## src/rtl/ram_arbiter_2port_if.sv

```systemverilog
// ram_arbiter_2port_if: requester A/B handshake and RAM bus shared by ram_arbiter_2port
// slave modport is the arbiter side, master modport is the requester/RAM side.
// Per requester x in {a,b}: i_req_x, i_write_x, i_addr_x, i_data_x in; o_ack_x, o_data_x out.
// RAM side: o_ram_addr, o_ram_enable_x, o_ram_write_x, o_ram_data out; i_ram_data in. Status: o_busy.
interface ram_arbiter_2port_if #(
  parameter int addr_width = 16,
  parameter int data_width = 8
);
  logic                  i_req_a, i_write_a, o_ack_a;
  logic [addr_width-1:0] i_addr_a;
  logic [data_width-1:0] i_data_a, o_data_a;
  logic                  i_req_b, i_write_b, o_ack_b;
  logic [addr_width-1:0] i_addr_b;
  logic [data_width-1:0] i_data_b, o_data_b;
  logic [addr_width-1:0] o_ram_addr;
  logic                  o_ram_enable_x, o_ram_write_x, o_busy;
  logic [data_width-1:0] o_ram_data, i_ram_data;
  modport slave (
    input  i_req_a, i_write_a, i_addr_a, i_data_a, i_req_b, i_write_b, i_addr_b, i_data_b, i_ram_data,
    output o_ack_a, o_data_a, o_ack_b, o_data_b, o_ram_addr, o_ram_enable_x, o_ram_write_x, o_ram_data, o_busy
  );
  modport master (
    output i_req_a, i_write_a, i_addr_a, i_data_a, i_req_b, i_write_b, i_addr_b, i_data_b, i_ram_data,
    input  o_ack_a, o_data_a, o_ack_b, o_data_b, o_ram_addr, o_ram_enable_x, o_ram_write_x, o_ram_data, o_busy
  );
endinterface

```

## src/rtl/ram_arbiter_2port.sv

```systemverilog
// ram_arbiter_2port: serialises two request/ack ports onto one RAM, one access per IDLE->ACCESS->DONE pass
// Ports: clk, rst_x (synchronous, active-low), bus (ram_arbiter_2port_if.slave: both requesters + RAM + busy).
// Define RAM_ARBITER_ROUND_ROBIN_EN for round-robin tie-breaking; otherwise A has fixed priority.
module ram_arbiter_2port #(
  parameter int addr_width = 16,
  parameter int data_width = 8
) (
  input  logic               clk,
  input  logic               rst_x,
  ram_arbiter_2port_if.slave bus
);
  typedef enum logic [1:0] {IDLE, ACCESS, DONE} state_t;
  state_t state, state_n;
  logic any_req, pick_b, gnt_b, win_write;
  logic [addr_width-1:0] win_addr;
  logic [data_width-1:0] win_data;
  assign any_req = bus.i_req_a || bus.i_req_b;
`ifdef RAM_ARBITER_ROUND_ROBIN_EN
  logic last_b;
  assign pick_b = bus.i_req_b && (!bus.i_req_a || !last_b);
`else
  assign pick_b = bus.i_req_b && !bus.i_req_a;
`endif
  assign win_addr  = pick_b ? bus.i_addr_b : bus.i_addr_a;
  assign win_data  = pick_b ? bus.i_data_b : bus.i_data_a;
  assign win_write = pick_b ? bus.i_write_b : bus.i_write_a;
  always_comb begin
    state_n = IDLE;
    state_n = state == IDLE ? (any_req ? ACCESS : IDLE) : state == ACCESS ? DONE : IDLE;
  end
  always_ff @(posedge clk)
    if (!rst_x) state <= IDLE;
    else state <= state_n;
  // Strobes, ack and busy are computed from the next state so every output is a plain register.
  always_ff @(posedge clk) begin
    if (!rst_x) begin
      bus.o_ram_enable_x <= 1'b1;
      bus.o_ram_write_x  <= 1'b1;
      bus.o_ram_addr     <= '0;
      bus.o_ram_data     <= '0;
      bus.o_ack_a        <= 1'b0;
      bus.o_ack_b        <= 1'b0;
      bus.o_data_a       <= '0;
      bus.o_data_b       <= '0;
      bus.o_busy         <= 1'b0;
      gnt_b              <= 1'b0;
`ifdef RAM_ARBITER_ROUND_ROBIN_EN
      last_b             <= 1'b1;
`endif
    end else begin
      bus.o_ram_enable_x <= state_n != ACCESS;
      bus.o_ram_write_x  <= !(state_n == ACCESS && win_write);
      bus.o_busy         <= state_n != IDLE;
      bus.o_ack_a        <= state == ACCESS && !gnt_b;
      bus.o_ack_b        <= state == ACCESS && gnt_b;
      if (state == IDLE && any_req) begin
        gnt_b          <= pick_b;
        bus.o_ram_addr <= win_addr;
        bus.o_ram_data <= win_data;
`ifdef RAM_ARBITER_ROUND_ROBIN_EN
        last_b         <= pick_b;
`endif
      end
      // write_x still high in ACCESS marks a read; capture the RAM output at the end of that cycle
      if (state == ACCESS && bus.o_ram_write_x) begin
        if (gnt_b) bus.o_data_b <= bus.i_ram_data;
        else bus.o_data_a <= bus.i_ram_data;
      end
    end
  end
endmodule

```

## src/flat_wrapper.sv

```systemverilog
// flat-port wrapper written by rule: the top's interface ports become plain ports
module ram_arbiter_2port_flat 
#(
  parameter int addr_width = 16,
  parameter int data_width = 8
)
  (clk, rst_x, bus_i_req_a, bus_i_write_a, bus_i_addr_a, bus_i_data_a, bus_i_req_b, bus_i_write_b, bus_i_addr_b, bus_i_data_b, bus_i_ram_data, bus_o_ack_a, bus_o_data_a, bus_o_ack_b, bus_o_data_b, bus_o_ram_addr, bus_o_ram_enable_x, bus_o_ram_write_x, bus_o_ram_data, bus_o_busy);
  ram_arbiter_2port_if #(.addr_width(addr_width), .data_width(data_width)) bus_i ();
  input  logic clk;
  input  logic rst_x;
  input wire logic [$bits(bus_i.i_req_a)-1:0] bus_i_req_a;
  input wire logic [$bits(bus_i.i_write_a)-1:0] bus_i_write_a;
  input wire logic [$bits(bus_i.i_addr_a)-1:0] bus_i_addr_a;
  input wire logic [$bits(bus_i.i_data_a)-1:0] bus_i_data_a;
  input wire logic [$bits(bus_i.i_req_b)-1:0] bus_i_req_b;
  input wire logic [$bits(bus_i.i_write_b)-1:0] bus_i_write_b;
  input wire logic [$bits(bus_i.i_addr_b)-1:0] bus_i_addr_b;
  input wire logic [$bits(bus_i.i_data_b)-1:0] bus_i_data_b;
  input wire logic [$bits(bus_i.i_ram_data)-1:0] bus_i_ram_data;
  output wire logic [$bits(bus_i.o_ack_a)-1:0] bus_o_ack_a;
  output wire logic [$bits(bus_i.o_data_a)-1:0] bus_o_data_a;
  output wire logic [$bits(bus_i.o_ack_b)-1:0] bus_o_ack_b;
  output wire logic [$bits(bus_i.o_data_b)-1:0] bus_o_data_b;
  output wire logic [$bits(bus_i.o_ram_addr)-1:0] bus_o_ram_addr;
  output wire logic [$bits(bus_i.o_ram_enable_x)-1:0] bus_o_ram_enable_x;
  output wire logic [$bits(bus_i.o_ram_write_x)-1:0] bus_o_ram_write_x;
  output wire logic [$bits(bus_i.o_ram_data)-1:0] bus_o_ram_data;
  output wire logic [$bits(bus_i.o_busy)-1:0] bus_o_busy;
  assign bus_i.i_req_a = bus_i_req_a;
  assign bus_i.i_write_a = bus_i_write_a;
  assign bus_i.i_addr_a = bus_i_addr_a;
  assign bus_i.i_data_a = bus_i_data_a;
  assign bus_i.i_req_b = bus_i_req_b;
  assign bus_i.i_write_b = bus_i_write_b;
  assign bus_i.i_addr_b = bus_i_addr_b;
  assign bus_i.i_data_b = bus_i_data_b;
  assign bus_i.i_ram_data = bus_i_ram_data;
  assign bus_o_ack_a = bus_i.o_ack_a;
  assign bus_o_data_a = bus_i.o_data_a;
  assign bus_o_ack_b = bus_i.o_ack_b;
  assign bus_o_data_b = bus_i.o_data_b;
  assign bus_o_ram_addr = bus_i.o_ram_addr;
  assign bus_o_ram_enable_x = bus_i.o_ram_enable_x;
  assign bus_o_ram_write_x = bus_i.o_ram_write_x;
  assign bus_o_ram_data = bus_i.o_ram_data;
  assign bus_o_busy = bus_i.o_busy;
  ram_arbiter_2port #(.addr_width(addr_width), .data_width(data_width)) u_core (.clk(clk), .rst_x(rst_x), .bus(bus_i));
endmodule
```

## config.mk

```make
export PLATFORM = sky130hd
export DESIGN_NAME = ram_arbiter_2port_flat
export DESIGN_NICKNAME = d
export VERILOG_FILES = /design/src/rtl/ram_arbiter_2port_if.sv /design/src/rtl/ram_arbiter_2port.sv /design/src/flat_wrapper.sv
export SDC_FILE = /design/constraint.sdc
export NUM_CORES = 1
export LEC_CHECK = 0
export BUFFER_PORTS_ARGS = -buffer_cell sky130_fd_sc_hd__buf_2
export CAP_MARGIN = 20
export CELL_PAD_IN_SITES_DETAIL_PLACEMENT = 1
export CELL_PAD_IN_SITES_GLOBAL_PLACEMENT = 1
export CORE_MARGIN = 4
export CORE_UTILIZATION = 31
export CTS_CLUSTER_DIAMETER = 80
export DETAILED_ROUTE_END_ITERATION = 16
export PLACE_DENSITY_LB_ADDON = 0.1
export SYNTH_ARGS = -nofsm -noshare
export SYNTH_HDL_FRONTEND = slang
export SYNTH_SLANG_ARGS = --single-unit
```

## constraint.sdc

```tcl
create_clock -name clk -period 1.5 [get_ports clk]
set_clock_uncertainty 0.05 [all_clocks]
set_input_delay 0.3 -clock clk [delete_from_list [all_inputs] [get_ports clk]]
set_output_delay 0.3 -clock clk [all_outputs]
set_load 0.03 [all_outputs]
```

## After elaboration in Yosys (flattened, before gate mapping)

Cells that the tools add are included.

| operators by class | value |
|---|---|
| equality and inequality tests | 3 |
| multiplexer cells | 6 |
| bitwise operators | 1 |
| reduce and logical (&&, ||, !) cells | 14 |

Operators with widths:

| cell | count |
|---|---|
| 16-bit 2-to-1 mux | 1 |
| 8-bit 2-to-1 mux | 1 |
| 1-bit logical AND | 6 |
| 2-bit by 1-bit equality test with 1-bit output (second input constant) | 2 |
| 2-bit 2-to-1 mux | 2 |
| 2-bit AND reduction | 2 |
| 1-bit zero test | 3 |
| 2-bit zero test | 1 |
| 1-bit 2-to-1 mux | 2 |
| 2-bit by 1-bit inequality test with 1-bit output (second input constant) | 1 |
| 2-bit nonzero test | 1 |
| 1-bit logical OR | 1 |
| 1-bit NOT | 1 |

| storage, ports and cells | value |
|---|---|
| bits in registers | 48 |
| output and inout port bits | 45 |
| word-level logic and storage cells | 35 |

## Longest topological paths before layout

Gate-level depths: netlist of run 1.

| depth | value |
|---|---|
| depth after elaboration | 6 |
| mapped depth | 6 |
| depth with buffers taken out | 3 |

## Worst setup path before layout of run 1

No wires, ideal clock.

| timing | value |
|---|---|
| kind | input port to flip-flop |
| start point | input port rst_x |
| end point | register u_core.bus.o_ram_write_x |
| setup time | 0.120 ns |
| data arrival time | 1.269 ns |
| required time | 1.330 ns |
| slack | 0.061 ns |
| cell stages on the path | 5 |
| buffers on the path | 2 |
| path through | buf_4 -> and2b_1 -> or3b_1 -> buf_6 -> or2_1 |

RTL lines:

| element | line | RTL |
|---|---|---|
| start: declaration | flat_wrapper.sv:10 | `input logic rst_x;` |
| end signal: assignment | ram_arbiter_2port.sv:52 | `bus.o_ram_write_x <= !(state_n == ACCESS && win_write);` |
| end: declaration | ram_arbiter_2port_if.sv:20 | `output o_ack_a, o_data_a, o_ack_b, o_data_b, o_ram_addr, o_ram_enable_x, o_ram_write_x, o_ram_data, o_busy` |

## Final worst setup path of run 1

| timing | value |
|---|---|
| start point | register u_core.state[1] |
| end point | register u_core.bus.o_ram_addr[1] |

| between the ends | value |
|---|---|
| word-level cells in the longest chain between the ends | 2 |

RTL lines:

| element | line | RTL |
|---|---|---|
| start: declaration | ram_arbiter_2port.sv:13 | `state_t state, state_n;` |
| start signal: assignment | ram_arbiter_2port.sv:33 | `else state <= state_n;` |
| 2-bit zero test | ram_arbiter_2port.sv:56 | `if (state == IDLE && any_req) begin` |
| 1-bit logical AND | ram_arbiter_2port.sv:56 |  |
| end signal: assignment | ram_arbiter_2port.sv:58 | `bus.o_ram_addr <= win_addr;` |
| end: declaration | ram_arbiter_2port_if.sv:20 |  |

Every way passes these cells.
A chain may end at the register's enable or synchronous reset.

==> results of run 1 <==
## cell families after synthesis
| logic type | after synthesis |
|---|---|
| simple gates | 35 |
| flops | 48 |
| mux | 25 |
| buf+inv | 17 |
| compound gates | 42 |
## worst register-to-register path, delay by kind of cell (launching register included)
kind | cells | cell delay [ns]
AO/OA/AOI/OAI | 1 | 0.15
buffers and inverters | 1 | 0.18
flip-flops | 1 | 0.33
AND/OR/NAND/NOR | 2 | 0.63
## per-stage QoR
stage	worst slack (ns)	utilization [%]	power, mW	hold slack, ns	cells
after CTS	0.01354	45.91	2.988	0.1980	345
final	0.07605	46.29	2.934	0.2131	345
after floorplan	0.06146	-	1.825	0.3918	167
after global routing	0.007227	46.29	3.103	0.2089	345
after global placement	0.08468	44.00	2.052	0.3910	337
after detailed placement	0.05173	44.00	2.058	0.3929	337
## state kept, by name, indices dropped and copies added (netlist names)
signal	count
u_core.bus.o_ack_a	1
u_core.bus.o_ack_b	1
u_core.bus.o_busy	1
u_core.bus.o_data_b	8
u_core.state	2
u_core.gnt_b	1
u_core.bus.o_data_a	8
u_core.bus.o_ram_enable_x	1
u_core.bus.o_ram_addr	16
u_core.bus.o_ram_data	8
u_core.bus.o_ram_write_x	1
## final timing paths
path                            start                        to  slack [ns]  cells past startpoint
max                   u_core.state[1]  u_core.bus.o_ram_addr[1]        0.08                      4
min                   bus_i_data_b[3]  u_core.bus.o_ram_data[3]        0.21                      3
max reg2reg           u_core.state[1]  u_core.bus.o_ram_addr[1]        0.08                      4
min reg2reg  u_core.bus.o_ram_data[6]  u_core.bus.o_ram_data[6]        0.41                      1
## layer usage
| metal | global-route usage, % | up-vias | part of all wire (%) |
|---|---|---|---|
| met1 | 15.92 | 731 | 44 |
| met2 | 20.90 | 63 | 45 |
| li1 | - | 819 | - |
| met3 | 4.757 | 5 | 9.7 |
| met4 | 4.748 | 0 | 1.2 |
| met5 | 0 | - | 0 |
## area by class of cell
cell class | count | area (um^2) | area share (%)
Sequential cell | 48 | 960.9 | 36.80
Multi-Input combinational cell | 102 | 824.5 | 31.58
Timing Repair Buffer | 113 | 620.6 | 23.77
Tap cell | 72 | 90.09 | 3.450
Clock buffer | 6 | 72.57 | 2.779
Clock inverter | 2 | 35.03 | 1.342
Inverter | 2 | 7.507 | 0.2875
## layout by cell type, fill, tap and decap left out, types with 2 or more instances in the layout
master,n
sky130_fd_sc_hd__buf_2,106
sky130_fd_sc_hd__o21ai_0,16
sky130_fd_sc_hd__o2bb2ai_2,13
sky130_fd_sc_hd__dfxtp_1,48
sky130_fd_sc_hd__nor2_1,2
sky130_fd_sc_hd__buf_12,3
sky130_fd_sc_hd__nand2_1,10
sky130_fd_sc_hd__o2bb2ai_1,12
sky130_fd_sc_hd__clkbuf_8,5
sky130_fd_sc_hd__mux2i_1,25
sky130_fd_sc_hd__buf_4,4
sky130_fd_sc_hd__nand3_1,16
## power by group through the flow
| stage | Combinational (mW) | Clock, mW | Sequential (mW) |
|---|---|---|---|
| after floorplan | 0.206 | 0 | 1.62 |
| after global placement | 0.605 | 0 | 1.45 |
| after detailed placement | 0.613 | 0 | 1.45 |
| after CTS | 0.612 | 0.957 | 1.42 |
| after global routing | 0.660 | 1.01 | 1.43 |
| final | 0.609 | 0.905 | 1.42 |
==> summary.md, run 1 <==
### Clock tree
• **worst-case clock buffer depth** 2
• **maximum level of the CTS H-tree** 2
• **cell at the root of the clock tree** sky130_fd_sc_hd__clkbuf_8
• **post-CTS clock slew at the launch and capture registers of the worst setup and hold paths** 0.09 ns
• **Sinks on Clock Net** 48
• **post-cts resize count** 0
• **TritonCTS clock tree** done
• **Clk Latency, worst-skew pair** 0.29 ns
• **number of buffers added for setup after CTS** 0
• **clock buffer count from CTS** 5
• **cts-stage hold buffer count** 0

### Setup path
• **Critical Path RT** 1.67 ns
• **critical setup path kind** reg -> reg
• **Crit path buffers/inverters** 1
• **cell family contributing the most delay on the critical path** simple AND/OR/NAND/NOR gates
• **maximum fanout along the worst path** 25
• **kind of end point of the critical path** flip-flop
• **element type at the critical path start** flip-flop
• **endpoint arrival time on the critical path** 1.60 ns
• **cell type of the slowest stage on the worst timing path** sky130_fd_sc_hd__or3b_4
• **critical-path cell list** and2b_1 -> or3b_4 -> buf_12 -> o2bb2ai_1
• **largest incremental delay on the critical path** 0.41 ns

### Pwr
• **areal power density over the cells** 1124 nW/um^2
• **share of total power in sequential cells** 48.4%
• **switching part of the total power** 28.52%
• **Worst VDD drop** 0.0004144 V
• **leakage power summed over all cells** 1.335 nW
• **Clock Power Share** 30.8%
• **Sw Pwr** 836.8 uW
• **proportion of power drawn by combinational gates** 20.8%
• **Internal Dissipation** 2.097 mW

### Drt
• **via total after detailed routing** 1618
• **remaining routing DRC violations** 0
• **remaining antenna violation count** 0
• **Initial DRC Count** 23
• **detailed-router iteration count before antenna repair** 4
• **via density per instance** 4.690
• **average wire per cell in the routed design** 13.80 um
• **final WL** 4.760 mm

### Min path
• **Worst Hold Class** in -> reg

### Floorplan
• **initial cell density of the core** 32.80%
• **Cell Rows** 27
• **horizontal die dimension** 85.26 um
• **floorplan die height** 85.26 um
• **full die area** 7269 um^2
• **core region area** 5642 um^2
• **top-level port count** 107

### Yosys
• **synthesized netlist net count** 229
• **top cells by instance count after synthesis** 48 x sky130_fd_sc_hd__dfxtp_1, 25 x sky130_fd_sc_hd__mux2i_1, 16 x sky130_fd_sc_hd__nand3_1, 16 x sky130_fd_sc_hd__o21ai_0, 15 x sky130_fd_sc_hd__o2bb2ai_1
• **XOR/XNOR share of the synthesized area** 0%
• **most numerous cell in the Yosys netlist** sky130_fd_sc_hd__dfxtp_1
• **post-synthesis share of cell area spent on full adders, half adders and majority gates** 0%
• **synthesized-area fraction occupied by ao, oa, aoi and oai cells** 20.01%
• **Post-synth EDFFs** 0
• **Synth Area per Inst** 11.08 um^2
• **combinational family with the most area after synthesis** compound AO/OA/AOI/OAI gates
• **cell area after synthesis** 1851 um^2
• **number of different library cells in the post-synthesis netlist** 23
• **Syn Inst Count** 167
• **post-synthesis share of cell area spent on and, or, nand and nor gates** 9.736%
• **mux contribution to synthesized area** 13.52%
• **largest cells by area after synthesis** sky130_fd_sc_hd__dfxtp_1 52%, sky130_fd_sc_hd__mux2i_1 14%, sky130_fd_sc_hd__o2bb2ai_2 8.1%
• **predominant post-synthesis flop cell** sky130_fd_sc_hd__dfxtp_1
• **fraction of registers with async set or reset after synthesis** 0%
• **area share of the leading cell type in the synthesized netlist** 51.93%
• **portion of the post-synthesis area used by sequential elements** 51.93%
• **number of warnings reported in the yosys synthesis log** 0
• **largest area contributor in the synthesized netlist** sky130_fd_sc_hd__dfxtp_1
• **flip-flop and latch count after synthesis** 48

### Timing
• **highest attainable clock frequency** 702.3 MHz
• **final worst path period need** 1.424 ns
• **number of hold violations in the final report** 0
• **max-slew violations** 0
• **number of endpoints failing setup at the final stage** 0
• **Sum Neg Setup Slack** 0 ns
• **RSZ-0062 raised after global routing** false
• **Max-slew headroom** 85.48%
• **slew at the pin closest to its max-slew limit** 0.2118 ns
• **period utilisation layout** 94.93%

### GRT
• **overall overflow remaining after global route** 0
• **wire length of the first global-routing pass** 7.576 mm
• **antenna violations before repair** 0
• **largest net degree at the start of global routing** 26
• **number of global-route vias before repair** 1646
• **GR Util All Layers** 13.01%

### Flow run
• **max-capacitance violation count** 0

### Placement
• **last weighted congestion value of the routability-driven placer** 0.7054
• **Detail Placement HPWL** 3.690 mm
• **post-placement cell area** 2482 um^2
• **count of buffers inserted at the top-level ports** 106

### Finish
• **fraction of final layout cells sized beyond drive strength 1** 49.82%
• **final cell area excluding filler cells** 2611 um^2
• **number of nets in the layout** 334
• **Fillers** 676
• **antenna diode instance count** 0
• **layout overhead on the synthesized area** 41.11%

### Outcome
• **result of the run** complete, no violations

Power figures use the tool's default switching activity.
==> run 2: changes to the inputs <==
- CORE_MARGIN: 4 -> 2
- PLACE_DENSITY: not set -> 0.85
- PLACE_DENSITY_LB_ADDON: 0.1 -> not set
==> summary.md, run 2 (same netlist as run 1, synthesis figures left out) <==
### Pwr
• **Final Power** 2.770 mW, -5.6%
• **leakage power summed over all cells** 1.333 nW, -0.15%
• **Worst VDD drop** 0.0004075 V, -1.7%
• **areal power density over the cells** 1063 nW/um^2, -5.4%

### Timing
• **period utilisation layout** 93.83%, -1.1 points
• **highest attainable clock frequency** 710.5 MHz, +1.2%
• **RSZ-0062 raised after global routing** false
• **final worst path period need** 1.407 ns, -0.01647 ns
• **slew at the pin closest to its max-slew limit** 0.3661 ns, +0.1543 ns
• **Sum Neg Setup Slack** 0 ns, unchanged
• **number of hold violations in the final report** 0, unchanged
• **number of endpoints failing setup at the final stage** 0, unchanged
• **setup slack of the critical path after layout** 0.09251 ns, +0.01647 ns
• **Max-slew headroom** 75.59%, -9.9 points
• **max-slew violations** 0, unchanged

### Finish
• **Post-Layout Cell Count** 351, +1.7%
• **fraction of final layout cells sized beyond drive strength 1** 50.00%, +0.18 points
• **leading cell type in the layout, fill and taps excluded** sky130_fd_sc_hd__buf_2
• **layout overhead on the synthesized area** 40.84%
• **register with the most flip-flops** u_core.bus.o_ram_addr
• **antenna diode instance count** 0, unchanged
• **most frequent cells in the layout** 106 x sky130_fd_sc_hd__buf_2, 48 x sky130_fd_sc_hd__dfxtp_1, 25 x sky130_fd_sc_hd__mux2i_1, 16 x sky130_fd_sc_hd__nand3_1, 16 x sky130_fd_sc_hd__o21ai_0
• **number of nets in the layout** 338, +1.2%
• **max reg flops** 16, unchanged

### Drt
• **remaining routing DRC violations** 0, unchanged
• **final WL** 5.056 mm, +6.2%
• **detailed-router iteration count before antenna repair** 4, unchanged
• **sum of met2 wire segment lengths after detailed routing** 2.576 mm, +19%
• **via total after detailed routing** 1700, +5.1%
• **Initial DRC Count** 48, +110%
• **via density per instance** 4.843, +3.3%
• **remaining antenna violation count** 0, unchanged
• **Detail Route met3 WL** 329 um, -29%
• **top sig layer** met4
• **Met1 Routed Length** 2.071 mm, -0.53%
• **average wire per cell in the routed design** 14.40 um, +4.4%

### GRT
• **number of global-route vias before repair** 1754, +6.6%
• **GR Util All Layers** 16.14%, +3.1 points
• **largest net degree at the start of global routing** 26, unchanged
• **overall overflow remaining after global route** 0, unchanged
• **antenna violations before repair** 0, unchanged
• **wire length of the first global-routing pass** 8.073 mm, +6.6%

### Clock tree
• **post-CTS clock slew at the launch and capture registers of the worst setup and hold paths** 0.09 ns, about the same
• **post-cts resize count** 0, unchanged
• **clock buffer count from CTS** 5, unchanged
• **number of buffers added for setup after CTS** 0, unchanged
• **cell at the root of the clock tree** sky130_fd_sc_hd__clkbuf_8
• **TritonCTS clock tree** done
• **Clk Latency, worst-skew pair** 0.29 ns, about the same
• **worst-case clock buffer depth** 2, unchanged
• **cts-stage hold buffer count** 0, unchanged
• **maximum level of the CTS H-tree** 2, unchanged
• **Sinks on Clock Net** 48, unchanged

### Floorplan
• **floorplan die height** 81.26 um, -4.7%
• **core region area** 5851 um^2, +3.7%
• **horizontal die dimension** 81.26 um, -4.7%
• **full die area** 6603 um^2, -9.2%
• **Cell Rows** 28, +3.7%
• **initial cell density of the core** 31.63%, -1.2 points
• **top-level port count** 107, unchanged

### Placement
• **Cell Count Post-Placement** 344, +2.1%
• **worst slack, placed** 0.03772 ns, -0.01402 ns
• **count of buffers inserted at the top-level ports** 106, unchanged
• **last weighted congestion value of the routability-driven placer** 0.6363, -9.8%
• **Detail Placement HPWL** 3.973 mm, +7.7%

### Setup path
• **element type at the critical path start** flip-flop
• **critical setup path kind** reg -> reg
• **maximum fanout along the worst path** 5, -80%
• **endpoint arrival time on the critical path** 1.58 ns, -0.02 ns
• **kind of end point of the critical path** flip-flop
• **Critical Path RT** 1.67 ns, about the same

### Flow run
• **max-capacitance violation count** 0, unchanged

### Outcome
• **result of the run** complete, no violations

### Min path
• **Worst Hold Class** in -> reg

run 2: cell count changes in the layout (fill, tap and decap cells not counted):
cell / change
sky130_fd_sc_hd__buf_4: +4
sky130_fd_sc_hd__bufinv_16: -1
sky130_fd_sc_hd__o2bb2ai_1: +2
sky130_fd_sc_hd__clkbuf_1: -1
sky130_fd_sc_hd__o2bb2ai_2: -2
sky130_fd_sc_hd__clkinvlp_4: +1
run 2: final timing paths:
kind	start	end	slack, ns	cells past startpoint
setup / recovery	u_core.state[1]	u_core.bus.o_ram_addr[5]	0.09	4
hold / removal	bus_i_data_a[4]	u_core.bus.o_ram_data[4]	0.22	3
setup reg to reg	u_core.state[1]	u_core.bus.o_ram_addr[5]	0.09	4
hold reg to reg	u_core.bus.o_ram_addr[15]	u_core.bus.o_ram_addr[15]	0.42	1
run 2: final cells by class:
| cell class | instances | area (um^2) |
|---|---|---|
| fillers | 706 | 3244 |
| flip-flops and latches | 48 | 960.9 |
| multi-input cells | 102 | 812.0 |
| repair buffers | 117 | 650.6 |
| well taps | 75 | 93.84 |
| clock buffers | 5 | 68.82 |
| clock inverters | 2 | 12.51 |
| inverters | 2 | 7.507 |
run 2: power by group:
group | total (mW) | switching (mW) | internal (mW) | leakage (nW)
Clock | 0.731 | 0.414 | 0.316 | 0.0400
Sequential | 1.42 | 0.0559 | 1.37 | 0.394
Combinational | 0.617 | 0.377 | 0.240 | 0.899
Total | 2.77 | 0.847 | 1.92 | 1.33
run 2: critical path: stages (launching register included):
cell                        delay (ns)
sky130_fd_sc_hd__dfxtp_1          0.33
sky130_fd_sc_hd__and2b_1          0.22
sky130_fd_sc_hd__or3b_4           0.41
sky130_fd_sc_hd__buf_4            0.17
sky130_fd_sc_hd__o2bb2ai_1        0.17
run 2: per-layer routing:
metal  vias to the layer above  GRT usage, %
met2                        71         28.61
met1                       795         18.26
met4                         0         6.271
met5                         -             0
met3                         8         4.444
li1                        826             -
run 2: through the flow:
step / hold WS, ns / area, um^2 / util (%)
global placement: 0.3913 / 2516 / 43.01
finish: 0.2185 / 2606 / 44.55
detailed placement: 0.3957 / 2516 / 43.01
CTS: 0.2055 / 2597 / 44.40
floorplan: 0.3918 / 1851 / -
global route: 0.2080 / 2606 / 44.55
==> run 3: changes to the inputs <==
- SETUP_SLACK_MARGIN: not set -> 0.3
==> summary.md, run 3 (same netlist as run 1, synthesis figures left out) <==
### Outcome
• **result of the run** complete, no violations

### Setup path
• **largest incremental delay on the critical path** 0.42 ns, about the same
• **kind of end point of the critical path** flip-flop
• **endpoint arrival time on the critical path** 1.59 ns, about the same
• **cell type of the slowest stage on the worst timing path** sky130_fd_sc_hd__or3b_4
• **critical-path cell list** and2b_1 -> or3b_4 -> buf_12 -> o2bb2ai_1
• **maximum fanout along the worst path** 18, +13
• **critical setup path kind** reg -> reg
• **element type at the critical path start** flip-flop
• **Critical Path RT** 1.68 ns, about the same

### Drt
• **remaining antenna violation count** 0, unchanged
• **remaining routing DRC violations** 0, unchanged
• **via density per instance** 4.806, -0.78%
• **detailed-router iteration count before antenna repair** 4, unchanged
• **via total after detailed routing** 1682, -1.1%
• **Initial DRC Count** 45, -6.3%
• **final WL** 5.100 mm, +0.87%
• **average wire per cell in the routed design** 14.57 um, +1.2%

### Floorplan
• **horizontal die dimension** 81.26 um, unchanged
• **core region area** 5851 um^2, unchanged
• **initial cell density of the core** 31.63%, unchanged
• **Cell Rows** 28, unchanged
• **floorplan die height** 81.26 um, unchanged
• **top-level port count** 107, unchanged
• **full die area** 6603 um^2, unchanged

### Clock tree
• **cell at the root of the clock tree** sky130_fd_sc_hd__clkbuf_8
• **post-CTS clock slew at the launch and capture registers of the worst setup and hold paths** 0.08 ns, about the same
• **maximum level of the CTS H-tree** 2, unchanged
• **worst-case clock buffer depth** 2, unchanged
• **clock buffer count from CTS** 5, unchanged
• **Sinks on Clock Net** 48, unchanged
• **TritonCTS clock tree** done
• **Clk Latency, worst-skew pair** 0.29 ns, about the same

### Pwr
• **share of total power in sequential cells** 49.8%, -1.6 points
• **Sw Pwr** 846.7 uW, about the same
• **Worst VDD drop** 0.0004297 V, +5.5%
• **Internal Dissipation** 2.045 mW, +6.3%
• **areal power density over the cells** 1041 nW/um^2, -2.1%
• **proportion of power drawn by combinational gates** 23.2%, +0.9 points
• **switching part of the total power** 29.28%, -1.3 points
• **Clock Power Share** 27.0%, +0.6 points
• **leakage power summed over all cells** 1.355 nW, +1.7%

### Finish
• **antenna diode instance count** 0, unchanged
• **fraction of final layout cells sized beyond drive strength 1** 55.64%, +5.6 points
• **max reg flops** 16, unchanged
• **final core area utilization** 47.48%, +2.9 points
• **most frequent cells in the layout** 65 x sky130_fd_sc_hd__buf_2, 35 x sky130_fd_sc_hd__buf_4, 32 x sky130_fd_sc_hd__dfxtp_1, 25 x sky130_fd_sc_hd__mux2i_1
• **register with the most flip-flops** u_core.bus.o_ram_addr
• **number of nets in the layout** 336, -0.59%
• **layout overhead on the synthesized area** 50.10%
• **Post-Layout Cell Count** 350, -0.28%
• **leading cell type in the layout, fill and taps excluded** sky130_fd_sc_hd__buf_2

### GRT
• **wire length of the first global-routing pass** 8.114 mm, +0.51%
• **largest net degree at the start of global routing** 26, unchanged
• **number of global-route vias before repair** 1739, -0.86%
• **GR Util All Layers** 16.14%, about the same
• **overall overflow remaining after global route** 0, unchanged
• **antenna violations before repair** 0, unchanged

### Flow run
• **max-capacitance violation count** 0, unchanged

### Timing
• **number of endpoints failing setup at the final stage** 0, unchanged
• **Max-slew headroom** 81.11%, +5.5 points
• **Sum Neg Setup Slack** 0 ns, unchanged
• **highest attainable clock frequency** 711.2 MHz, about the same
• **slew at the pin closest to its max-slew limit** 0.2834 ns, -0.08267 ns
• **number of hold violations in the final report** 0, unchanged
• **max-slew violations** 0, unchanged
• **final worst path period need** 1.406 ns, -0.001341 ns
• **RSZ-0062 raised after global routing** true
• **period utilisation layout** 93.74%, about the same

### Placement
• **Cell Count Post-Placement** 342, -0.58%
• **last weighted congestion value of the routability-driven placer** 0.6260, -1.6%
• **count of buffers inserted at the top-level ports** 106, unchanged
• **Detail Placement HPWL** 3.863 mm, -2.8%

### Min path
• **Worst Hold Class** in -> reg

run 3: what timing repair did:
| item | 4_1_cts | 5_1_grt |
|---|---|---|
| pin swaps | 0 | 1 |
| endpoints found under the setup margin | 49 | 66 |
| gates cloned | 0 | 0 |
| hold buffers | 0 | 0 |
| resized for setup | 28 | 58 |
| buffers inserted | 0 | 0 |
run 3: worst max-delay path, delay by kind of cell, from the launching register on:
family / cells / cell delay (ns)
buffers and inverters: 1 / 0.17
AO/OA/AOI/OAI: 1 / 0.14
flip-flops: 1 / 0.33
AND/OR/NAND/NOR: 2 / 0.64
run 3: final timing paths:
path	start	to	cells past startpoint	slack, ns
min reg2reg	u_core.bus.o_ram_addr[13]	u_core.bus.o_ram_addr[13]	1	0.41
min	bus_i_addr_b[6]	u_core.bus.o_ram_addr[6]	3	0.22
max	u_core.state[1]	u_core.bus.o_ram_data[3]	4	0.09
max reg2reg	u_core.state[1]	u_core.bus.o_ram_data[3]	4	0.09
run 3: metal layers:
layer	track usage (%)	wire, um	vias to the layer above
met2	29.18	2613	72
met5	0	0	-
met1	17.14	1974	775
met3	5.111	382	14
met4	6.780	129	0
li1	-	-	821
run 3: area by class of cell:
cell class	instances	area, um^2
well taps	75	93.84
inverters	2	7.507
clock buffers	8	90.09
flip-flops and latches	48	980.9
fillers	676	3073
multi-input cells	102	824.5
repair buffers	115	780.7
run 3: power by group through the flow:
stage               combinational, mW  sequential, mW  clock [mW]
floorplan                       0.213            1.62           0
global placement                0.601            1.45           0
detailed placement              0.623            1.45           0
CTS                             0.653            1.43       0.813
global route                    0.720            1.45       0.872
finish                          0.672            1.44       0.781
run 3: stage by stage:
stage	hold slack, ns	power, mW	setup WS [ns]	cell area (um^2)
floorplan	0.3918	1.832	0.1071	1869
global placement	0.3915	2.051	0.1134	2516
CTS	0.2083	2.895	0.08042	2676
detailed placement	0.3977	2.071	0.01125	2516
finish	0.2152	2.892	0.09386	2778
global route	0.2109	3.044	0.02314	2778
